==> src/rtl/gol_pkg.sv <==
// Shared types and board constants for the Game of Life generation scheduler.
package gol_pkg;

    typedef enum logic [2:0] {
        StIdle,
        StWaitVb,
        StStep,
        StSeed,
        StScore
    } gol_sched_state_t;

    localparam int unsigned GOL_WIDTH  = 10;
    localparam int unsigned GOL_HEIGHT = 9;

endpackage

==> src/rtl/gol_period_timer.sv <==
// Generation-period counter: counts enabled cycles while running and emits a one-cycle tick
// every period; the period is captured at each reload so changes apply from the next period.
module gol_period_timer #(
    parameter int unsigned PERIOD_W = 25
) (
    input  logic                clk_i,
    input  logic                rst_i,
    input  logic                run_i,
    input  logic                count_en_i,
    input  logic [PERIOD_W-1:0] period_i,
    output logic                tick_o
);

    logic [PERIOD_W-1:0] cnt_q, cnt_d;
    logic [PERIOD_W-1:0] per_q, per_d;
    logic [PERIOD_W-1:0] per_eff;

    // Periods of 0 and 1 both mean a tick on every counting cycle.
    assign per_eff = (period_i > PERIOD_W'(1)) ? period_i : PERIOD_W'(1);

    always_comb begin
        cnt_d  = cnt_q;
        per_d  = per_q;
        tick_o = 1'b0;
        if (!run_i) begin
            cnt_d = '0;
            per_d = per_eff;
        end else if (count_en_i) begin
            if (cnt_q >= per_q - PERIOD_W'(1)) begin
                tick_o = 1'b1;
                cnt_d  = '0;
                per_d  = per_eff;
            end else begin
                cnt_d = cnt_q + PERIOD_W'(1);
            end
        end
    end

    always_ff @(posedge clk_i or posedge rst_i) begin
        if (rst_i) begin
            cnt_q <= '0;
            per_q <= PERIOD_W'(1);
        end else begin
            cnt_q <= cnt_d;
            per_q <= per_d;
        end
    end

endmodule

==> src/rtl/gol_gen_sched.sv <==
// Generation scheduler: aligns board steps and seed reloads to vertical blanking.
// Build option GOL_GEN_SCHED_AUTOSEED_EN: reseed automatically when a step leaves the board empty.
module gol_gen_sched
    import gol_pkg::*;
#(
    parameter int unsigned PERIOD_W = 25,
    parameter int unsigned GEN_W    = 16
) (
    input  logic                clk_i,
    input  logic                rst_i,
    input  logic                run_i,
    input  logic                step_cmd_i,
    input  logic                seed_cmd_i,
    input  logic [PERIOD_W-1:0] period_i,
    input  logic                vblank_i,
    output logic                step_en_o,
    input  logic                step_done_i,
    output logic                seed_en_o,
    input  logic                seed_done_i,
    output logic                score_en_o,
    input  logic                board_empty_i,
    output logic [GEN_W-1:0]    gen_count_o,
    output logic                busy_o
);

    gol_sched_state_t state_q, state_d;
    logic             gen_pend_q, gen_pend_d;
    logic             seed_pend_q, seed_pend_d;
    logic             step_en_q, step_en_d;
    logic             seed_en_q, seed_en_d;
    logic             score_en_q, score_en_d;
    logic [GEN_W-1:0] gen_count_q, gen_count_d;
    logic             gen_clr, seed_clr, auto_seed, tick;

    gol_period_timer #(
        .PERIOD_W (PERIOD_W)
    ) u_period_timer (
        .clk_i      (clk_i),
        .rst_i      (rst_i),
        .run_i      (run_i),
        .count_en_i (state_q == StIdle),
        .period_i   (period_i),
        .tick_o     (tick)
    );

`ifndef GOL_GEN_SCHED_AUTOSEED_EN
    logic unused_board_empty;
    assign unused_board_empty = board_empty_i;
`endif

    always_comb begin
        state_d     = state_q;
        gen_count_d = gen_count_q;
        gen_clr     = 1'b0;
        seed_clr    = 1'b0;
        auto_seed   = 1'b0;
        unique case (state_q)
            StIdle: begin
                if (seed_pend_q || gen_pend_q) state_d = StWaitVb;
            end
            StWaitVb: begin
                if (vblank_i) begin
                    if (seed_pend_q) begin
                        seed_clr = 1'b1;
                        state_d  = StSeed;
                    end else begin
                        gen_clr = 1'b1;
                        state_d = StStep;
                    end
                end
            end
            StStep: begin
                if (step_done_i) begin
                    gen_count_d = gen_count_q + GEN_W'(1);
                    state_d     = StScore;
                end
            end
            StSeed: begin
                if (seed_done_i) begin
                    gen_count_d = '0;
                    state_d     = StIdle;
                end
            end
            StScore: begin
                state_d = StIdle;
`ifdef GOL_GEN_SCHED_AUTOSEED_EN
                auto_seed = board_empty_i;
`endif
            end
            default: state_d = StIdle;
        endcase

        // A fresh request arriving on the service cycle survives the clear (merge, no loss).
        gen_pend_d  = (gen_pend_q & ~gen_clr) | tick | (step_cmd_i & ~run_i);
        seed_pend_d = (seed_pend_q & ~seed_clr) | seed_cmd_i | auto_seed;
        step_en_d   = (state_q == StStep) && !step_done_i;
        seed_en_d   = (state_q == StSeed) && !seed_done_i;
        score_en_d  = (state_d == StScore);
    end

    always_ff @(posedge clk_i or posedge rst_i) begin
        if (rst_i) begin
            state_q     <= StIdle;
            gen_pend_q  <= 1'b0;
            seed_pend_q <= 1'b0;
            step_en_q   <= 1'b0;
            seed_en_q   <= 1'b0;
            score_en_q  <= 1'b0;
            gen_count_q <= '0;
        end else begin
            state_q     <= state_d;
            gen_pend_q  <= gen_pend_d;
            seed_pend_q <= seed_pend_d;
            step_en_q   <= step_en_d;
            seed_en_q   <= seed_en_d;
            score_en_q  <= score_en_d;
            gen_count_q <= gen_count_d;
        end
    end

    assign step_en_o   = step_en_q;
    assign seed_en_o   = seed_en_q;
    assign score_en_o  = score_en_q;
    assign gen_count_o = gen_count_q;
    assign busy_o      = (state_q != StIdle);

endmodule

==> config.mk <==
export PLATFORM = sky130hd
export DESIGN_NAME = gol_gen_sched
export DESIGN_NICKNAME = d
export VERILOG_FILES = /design/src/rtl/gol_pkg.sv /design/src/rtl/gol_period_timer.sv /design/src/rtl/gol_gen_sched.sv
export SDC_FILE = /design/constraint.sdc
export NUM_CORES = 1
export LEC_CHECK = 0
export CORE_MARGIN = 10
export CORE_UTILIZATION = 53
export CTS_BUF_LIST = sky130_fd_sc_hd__clkbuf_4 sky130_fd_sc_hd__clkbuf_8
export CTS_CLUSTER_DIAMETER = 60
export DETAILED_ROUTE_END_ITERATION = 10
export GPL_ROUTABILITY_DRIVEN = 0
export PLACE_DENSITY = 0.81
export SLEW_MARGIN = 20
export SYNTH_ARGS = -nofsm -noshare
export SYNTH_HDL_FRONTEND = slang
export SYNTH_SLANG_ARGS = --single-unit
==> constraint.sdc <==
create_clock -name clk_i -period 4.3 [get_ports clk_i]
set_clock_uncertainty 0.2 [all_clocks]
set_input_delay 0.86 -clock clk_i [delete_from_list [all_inputs] [get_ports clk_i]]
set_output_delay 0.86 -clock clk_i [all_outputs]
set_load 0.02 [all_outputs]
Yosys cells after proc, flatten, opt, wreduce, memory -nomap -nowiden

Index checks and enable logic that the tools add are counted.

Register bits after elaboration: 74
Input port bits: 34
Output and inout port bits: 20
Logic and storage cells: 66

$add $sub $neg: 3
Magnitude comparators: 2
Equal/unequal tests: 8
Multiplexer cells: 25
Bitwise operators: 9
Reductions and logical operators: 10

Operator list:

| kind                                                                             | number |
|---|---|
| 25-bit two-way mux                                                               | 7 |
| 16-bit two-way mux                                                               | 2 |
| 16-bit one-hot mux with 2 select lines                                           | 1 |
| 25-bit by 1-bit adder with 25-bit output, second input constant                  | 1 |
| 25-bit >= comparator                                                             | 1 |
| 25-bit by 1-bit greater-than comparator with 1-bit output, second input constant | 1 |
| 25-bit by 1-bit subtractor with 25-bit output, second input constant             | 1 |
| 16-bit by 1-bit adder with 16-bit output, second input constant                  | 1 |
| 3-bit two-way mux                                                                | 4 |
| 3-bit one-hot mux with 4 select lines                                            | 1 |
| 1-bit two-way mux                                                                | 10 |
| 3-bit by 2-bit equality test with 1-bit output, second input constant            | 2 |
| 2-bit by 1-bit != test with 1-bit output, second input constant                  | 2 |
| 2-bit != test, second input constant                                             | 2 |
| 1-bit bitwise AND                                                                | 3 |
| 3-bit by 1-bit equality test with 1-bit output, second input constant            | 1 |
| 3-bit equality test, second input constant                                       | 1 |
| 3-bit logical NOT                                                                | 1 |
| 1-bit inverter                                                                   | 3 |
| 1-bit bitwise OR                                                                 | 3 |
| 3-bit AND reduction                                                              | 1 |
| 3-bit nonzero test                                                               | 1 |
| 1-bit logical AND                                                                | 2 |
| 1-bit logical NOT                                                                | 2 |
| 3 further kinds                                                                  | 3 |

Longest topological paths before layout

Depth in word-level cells: 7
Gate-level depth with buffers: 17
Gate-level depth less buffers: 16

By module

A second synthesis with hierarchy kept.

Cell total of the unflattened synthesis: 437
Area, all modules: 4430.5 sq um

Modules (own cells, without submodules):

| module           | times used | cells each | area each (sq um) | sequential area each (sq um) |
|---|---|---|---|---|
| gol_period_timer | 1          | 321        | 3248.1            | 1252.5 |
| gol_gen_sched    | 1          | 116        | 1182.4            | 600.6 |

Worst setup path after synthesis

OpenSTA, ideal clock, no wires.

Path type: reg-to-reg
Start: register u_period_timer.per_q[6]
End: register u_period_timer.per_q[10]
Library setup time: 0.125 ns
Arrival: 3.951 ns
Required time: 3.975 ns
Slack: 0.025 ns
Cell stages (with the launch flop): 16
Path buffers: 1
Clock period less this slack: 4.275 ns
Cells stage by stage: dfrtp_1 or4_4 or4_4 or2_4 nand2b_1 nor2_1 xnor2_1 ha_1 a21oi_1 nand2_1 a211oi_1 nand3_1 a21o_1 a21oi_2 buf_2 mux2_2

Cells in the longest elaborated chain, start to end: 4

RTL lines:

| item                                               | RTL line               | RTL |
|---|---|---|
| from (decl)                                        | gol_period_timer.sv:15 | `logic [PERIOD_W-1:0] per_q, per_d;` |
| from (signal assigned)                             | gol_period_timer.sv:45 | `per_q <= per_d;` |
| 25-bit by 1-bit subtractor with 25-bit output      | gol_period_timer.sv:29 | `if (cnt_q >= per_q - PERIOD_W'(1)) begin` |
| 25-bit >= comparator                               | gol_period_timer.sv:29 |  |
| 2-bit by 1-bit != test with 1-bit output (no line) | --                     |  |
| 2-bit AND reduction (no line)                      | --                     |  |

No other way between the ends.
A chain may end at the register's enable or synchronous reset.

Final worst setup path

Start: register u_period_timer.per_q[0]
End: register u_period_timer.per_q[14]

The elaborated chain is that of the path after synthesis.

==> impl_summary.txt <==
----------------------------------------------------
[Status]
  Status ... complete, but fails checks
  Violations in the final reports ... negative setup slack

[STA]
  Final critical path time including I/O delays and setup ... 4.373 ns
  Count of final setup violators ... 24
  Maximum achievable frequency ... 228.7 MHz
  Final WS setup ... -0.07318 ns
  Worst-margin pin slew ... 0.7093 ns
  Number of endpoints with negative hold slack in the final report ... 0
  Pins over their slew limit ... 0
  Worst slew margin ... 52.28%
  Portion of the clock cycle consumed by the worst path in the final layout ... 101.7%
  Unrepaired setup endpoints after global routing ... yes

[Global routing]
  Maximum number of pins on one net before global-route repair ... 39
  Number of antenna violations at the first check in global routing ... 0
  First-pass GRT wire length ... 18330 um
  Via count of the first global-routing pass ... 3902
  GR Util All Layers ... 16.90%
  Aggregate global routing overflow ... 0

[Drt]
  Topmost layer with routed signal wires ... met4
  Number of routed nets with antenna violations ... 0
  Vias ... 3982
  Metal-1 WL ... 4852 um
  Routed Wire Length ... 11490 um
  Amount of wire on met3 after detailed routing ... 539 um
  Detail Route met2 WL ... 5859 um
  Vias per std cell ... 5.934
  Routed length per placed instance ... 17.12 um
  Number of violations reported at the end of detailed-routing iteration 0 ... 223
  Pre-antenna DRT Iters ... 5
  DRC violations left ... 0

[Power]
  Total Power ... 1.958 mW
  Peak supply drop ... 0.0001929 V
  Clock Power Share ... 27.6%
  Cell area power density ... 343.5 nW/um2
  Cell-internal power ... 1.277 mW
  Power spent charging and discharging nets ... 681.5 uW
  Register share of total power ... 44.5%
  Proportion of total power due to net switching ... 34.80%
  Power share of the combinational group ... 27.9%
  Pleak ... 2.390 nW

[Floorplanning]
  Placement Rows ... 33
  Num ports ... 54
  Initial standard-cell utilization of the core ... 54.97%
  Die area ... 12720 um2
  Die boundary width ... 112.8 um
  Die Y-Extent ... 112.8 um
  Total core area ... 8299 um2

[Logic synthesis]
  Main area contributors after synthesis ... dfrtp_1, ha_1, mux2_2
  Number of library cell types mapped by synthesis ... 56
  Fraction of synthesis flops using an asynchronous set or reset pin ... 100.0%
  Cell type with the highest aggregate area in the netlist ... dfrtp_1
  Yosys warnings ... 0
  Prevailing post-synth register cell ... dfrtp_1
  Post-Synthesis Cell Area ... 4562 um2
  Count of mapped cells out of synthesis ... 492
  Share of synthesized area occupied by flip-flops and latches ... 40.62%
  Post-synthesis sequential element count ... 74
  Number of enable-type register cells in the synthesized netlist ... 0
  Synth Net Count ... 554
  Mean area per synthesized cell ... 9.272 um2
  Area fraction of the dominant cell type after synthesis ... 40.04%

[Critical path]
  Most used cell, CP ... ha_1
  Slowest cell delay on critical path ... 0.56 ns
  CP Cell Sequence ... inv_1 -> ha_1 -> nand3b_1 -> or4_4 -> nor2_4 -> nand2_2 -> nor3_2 -> xnor2_1 -> ha_1 -> nand4_1 -> nor2_1 -> a211oi_2 -> nand3_1 -> a21o_1 -> a21oi_4 -> clkbuf_16 -> mux2_2
  Signal arrival time at the worst endpoint ... 4.41 ns
  Classification of the worst setup path ... reg2reg
  Slowest stage cell, crit path ... or4_4
  Kind of launch point of the worst setup path ... register
  Biggest fanout along the worst timing path ... 12
  Gate family responsible for the most delay along the worst path ... simple AND/OR/NAND/NOR gates
  Data required time at the worst endpoint ... 4.33 ns
  Critical path capture point type ... register
  Critical path buffers and inverters ... 2

[Clock network]
  Clock-pin slew on the worst setup and hold paths ... 0.08 ns
  Clock latency on the worst-skew pair ... 0.35 ns
  H-Tree Level Count ... 3
  TritonCTS clock tree ... yes
  CTS Root Cell ... clkbuf_8
  Clock buffers created by TritonCTS ... 9
  Maximum buffer depth of the clock tree ... 2
  Number of buffers inserted for hold repair after clock tree synthesis ... 0
  Clock tree sinks ... 74

[Place]
  Total placed instance area ... 5298 um2
  Port Buffers ... 52
  Count of placed standard cells including taps ... 650
  DPL Wire Length ... 7972 um

[Finish]
  Number of antenna repair diodes ... 0
  Post-route non-filler standard cell count ... 671
  Area growth syn-to-layout ... 24.99%
  Layout cells sized above 1 ... 17.67%
  Post-layout net count ... 623
  Utilization after layout ... 68.70%
  Post-route cell area ... 5702 um2

[Worst hold path]
  Worst hold-check path type ... reg2reg

[Flow run]
  Maximum Capacitance Violations ... 0

----------------------------------------------------
==> metal layers <==
layer	track usage (%)	vias to the layer above
met4	7.614	0
met1	21.42	1911
met5	0	-
met2	27.96	126
li1	-	1924
met3	2.272	21
==> worst register-to-register path, stage by stage, from the launching register on <==
cell and delay, ns:
dfstp_2 0.38, inv_1 0.14, ha_1 0.22, nand3b_1 0.15
or4_4 0.56, nor2_4 0.13, nand2_2 0.10, nor3_2 0.25
xnor2_1 0.17, ha_1 0.29, nand4_1 0.16, nor2_1 0.09
a211oi_2 0.25, nand3_1 0.13, a21o_1 0.23, a21oi_4 0.24
clkbuf_16 0.23, mux2_2 0.34
==> timing repair <==
action | CTS | global route
pin swaps | 1 | 25
buffers inserted | 0 | 4
endpoints found under the setup margin | 30 | 33
gates resized for setup | 3 | 32
cloned | 0 | 1
==> cell families after synthesis <==
group | count (synthesis) | share of synthesized area, %
compound gates | 75 | 9.655
simple gates | 223 | 26.47
mux | 25 | 6.144
xor+xnor | 35 | 6.720
buf+inv | 32 | 2.715
flops | 74 | 40.62
fa+ha+maj | 28 | 7.680
==> sequential cells by signal, indices dropped and copies added (netlist names) <==
| register | count |
|---|---|
| gen_pend_q | 1 |
| gen_count_o | 16 |
| score_en_o | 1 |
| state_q | 3 |
| seed_en_o | 1 |
| u_period_timer.per_q | 25 |
| seed_pend_q | 1 |
| step_en_o | 1 |
| u_period_timer.cnt_q | 25 |
==> area by class of cell <==
| type | count | area, um2 |
|---|---|---|
| multi-input combinational | 386 | 2734 |
| clock buffer | 9 | 123.9 |
| clock inverter | 7 | 68.82 |
| sequential | 74 | 1853 |
| fill | 592 | 2597 |
| timing repair buffer | 76 | 738.2 |
| tap | 105 | 131.4 |
| inverter | 14 | 52.55 |
==> stage by stage <==
step	setup TNS (ns)	setup WS (ns)	hold WS, ns
floorplan	0	0.02466	0.2607
global placement	-0.6991	-0.03772	0.2723
detailed placement	-1.797	-0.08306	0.2864
CTS	0	0.004405	0.3211
global route	-6.558	-0.2470	0.3510
finish	-0.9228	-0.07318	0.3113
==> path summary, 6_finish.rpt <==
check                                              from  cells after the start  slack (ns)                       end
worst min-delay path                        seed_pend_q                      1        0.31               seed_pend_q
worst max register to register  u_period_timer.per_q[0]                     17       -0.07  u_period_timer.per_q[14]
worst min register to register              seed_pend_q                      1        0.31               seed_pend_q
worst max-delay path            u_period_timer.per_q[0]                     17       -0.07  u_period_timer.per_q[14]
max in group asynchronous                         rst_i                      3        2.52   u_period_timer.per_q[0]
min in group asynchronous                         rst_i                      2        0.59            gen_count_o[2]
==> layout by cell type, fill, tap and decap left out, drive strengths merged, types with 3 or more instances in the layout <==
master          n
a211oi          5
a21o            3
a21oi          21
a31oi          11
and2            6
and3            9
and4            3
buf            23
clkbuf         10
clkdlybuf4s50  52
clkinv          3
dfrtp          73
ha             28
inv            15
mux2           24
nand2          50
nand2b          3
nand3          34
nand4          10
nor2           39
nor2b           5
nor3           15
nor4           17
o21ai          27
or2             4
or3             4
or4            17
xnor2          18
xor2           17
==> power by group through the flow <==
stage                     Combinational [mW]  Clock, mW  Sequential [mW]
after global routing                   0.602      0.570            0.885
after floorplan                        0.322          0            0.866
after CTS                              0.520      0.542            0.863
after global placement                 0.489          0            0.868
final                                  0.547      0.541            0.871
after detailed placement               0.513          0            0.877
==> synth_stat cells, types with 2 or more instances <==
cell type / instances
nand2_1: 50
or3_1: 3
and2_1: 6
and4_1: 3
a31o_2: 2
or4_2: 2
dfrtp_1: 73
nand2b_1: 3
nor3b_1: 2
xor2_1: 17
clkbuf_1: 15
nor2_1: 38
nor2b_1: 5
a31oi_1: 11
a21o_1: 3
nor4_1: 16
a211oi_1: 5
xnor2_1: 18
o21ai_0: 26
or4_4: 3
buf_2: 3
nand4_1: 10
ha_1: 28
a21oi_1: 20
nand3_1: 33
and3_1: 9
or4_1: 12
inv_1: 14
nor3_1: 13
mux2_2: 23
No activity file was read; power rests on OpenSTA's default activity.
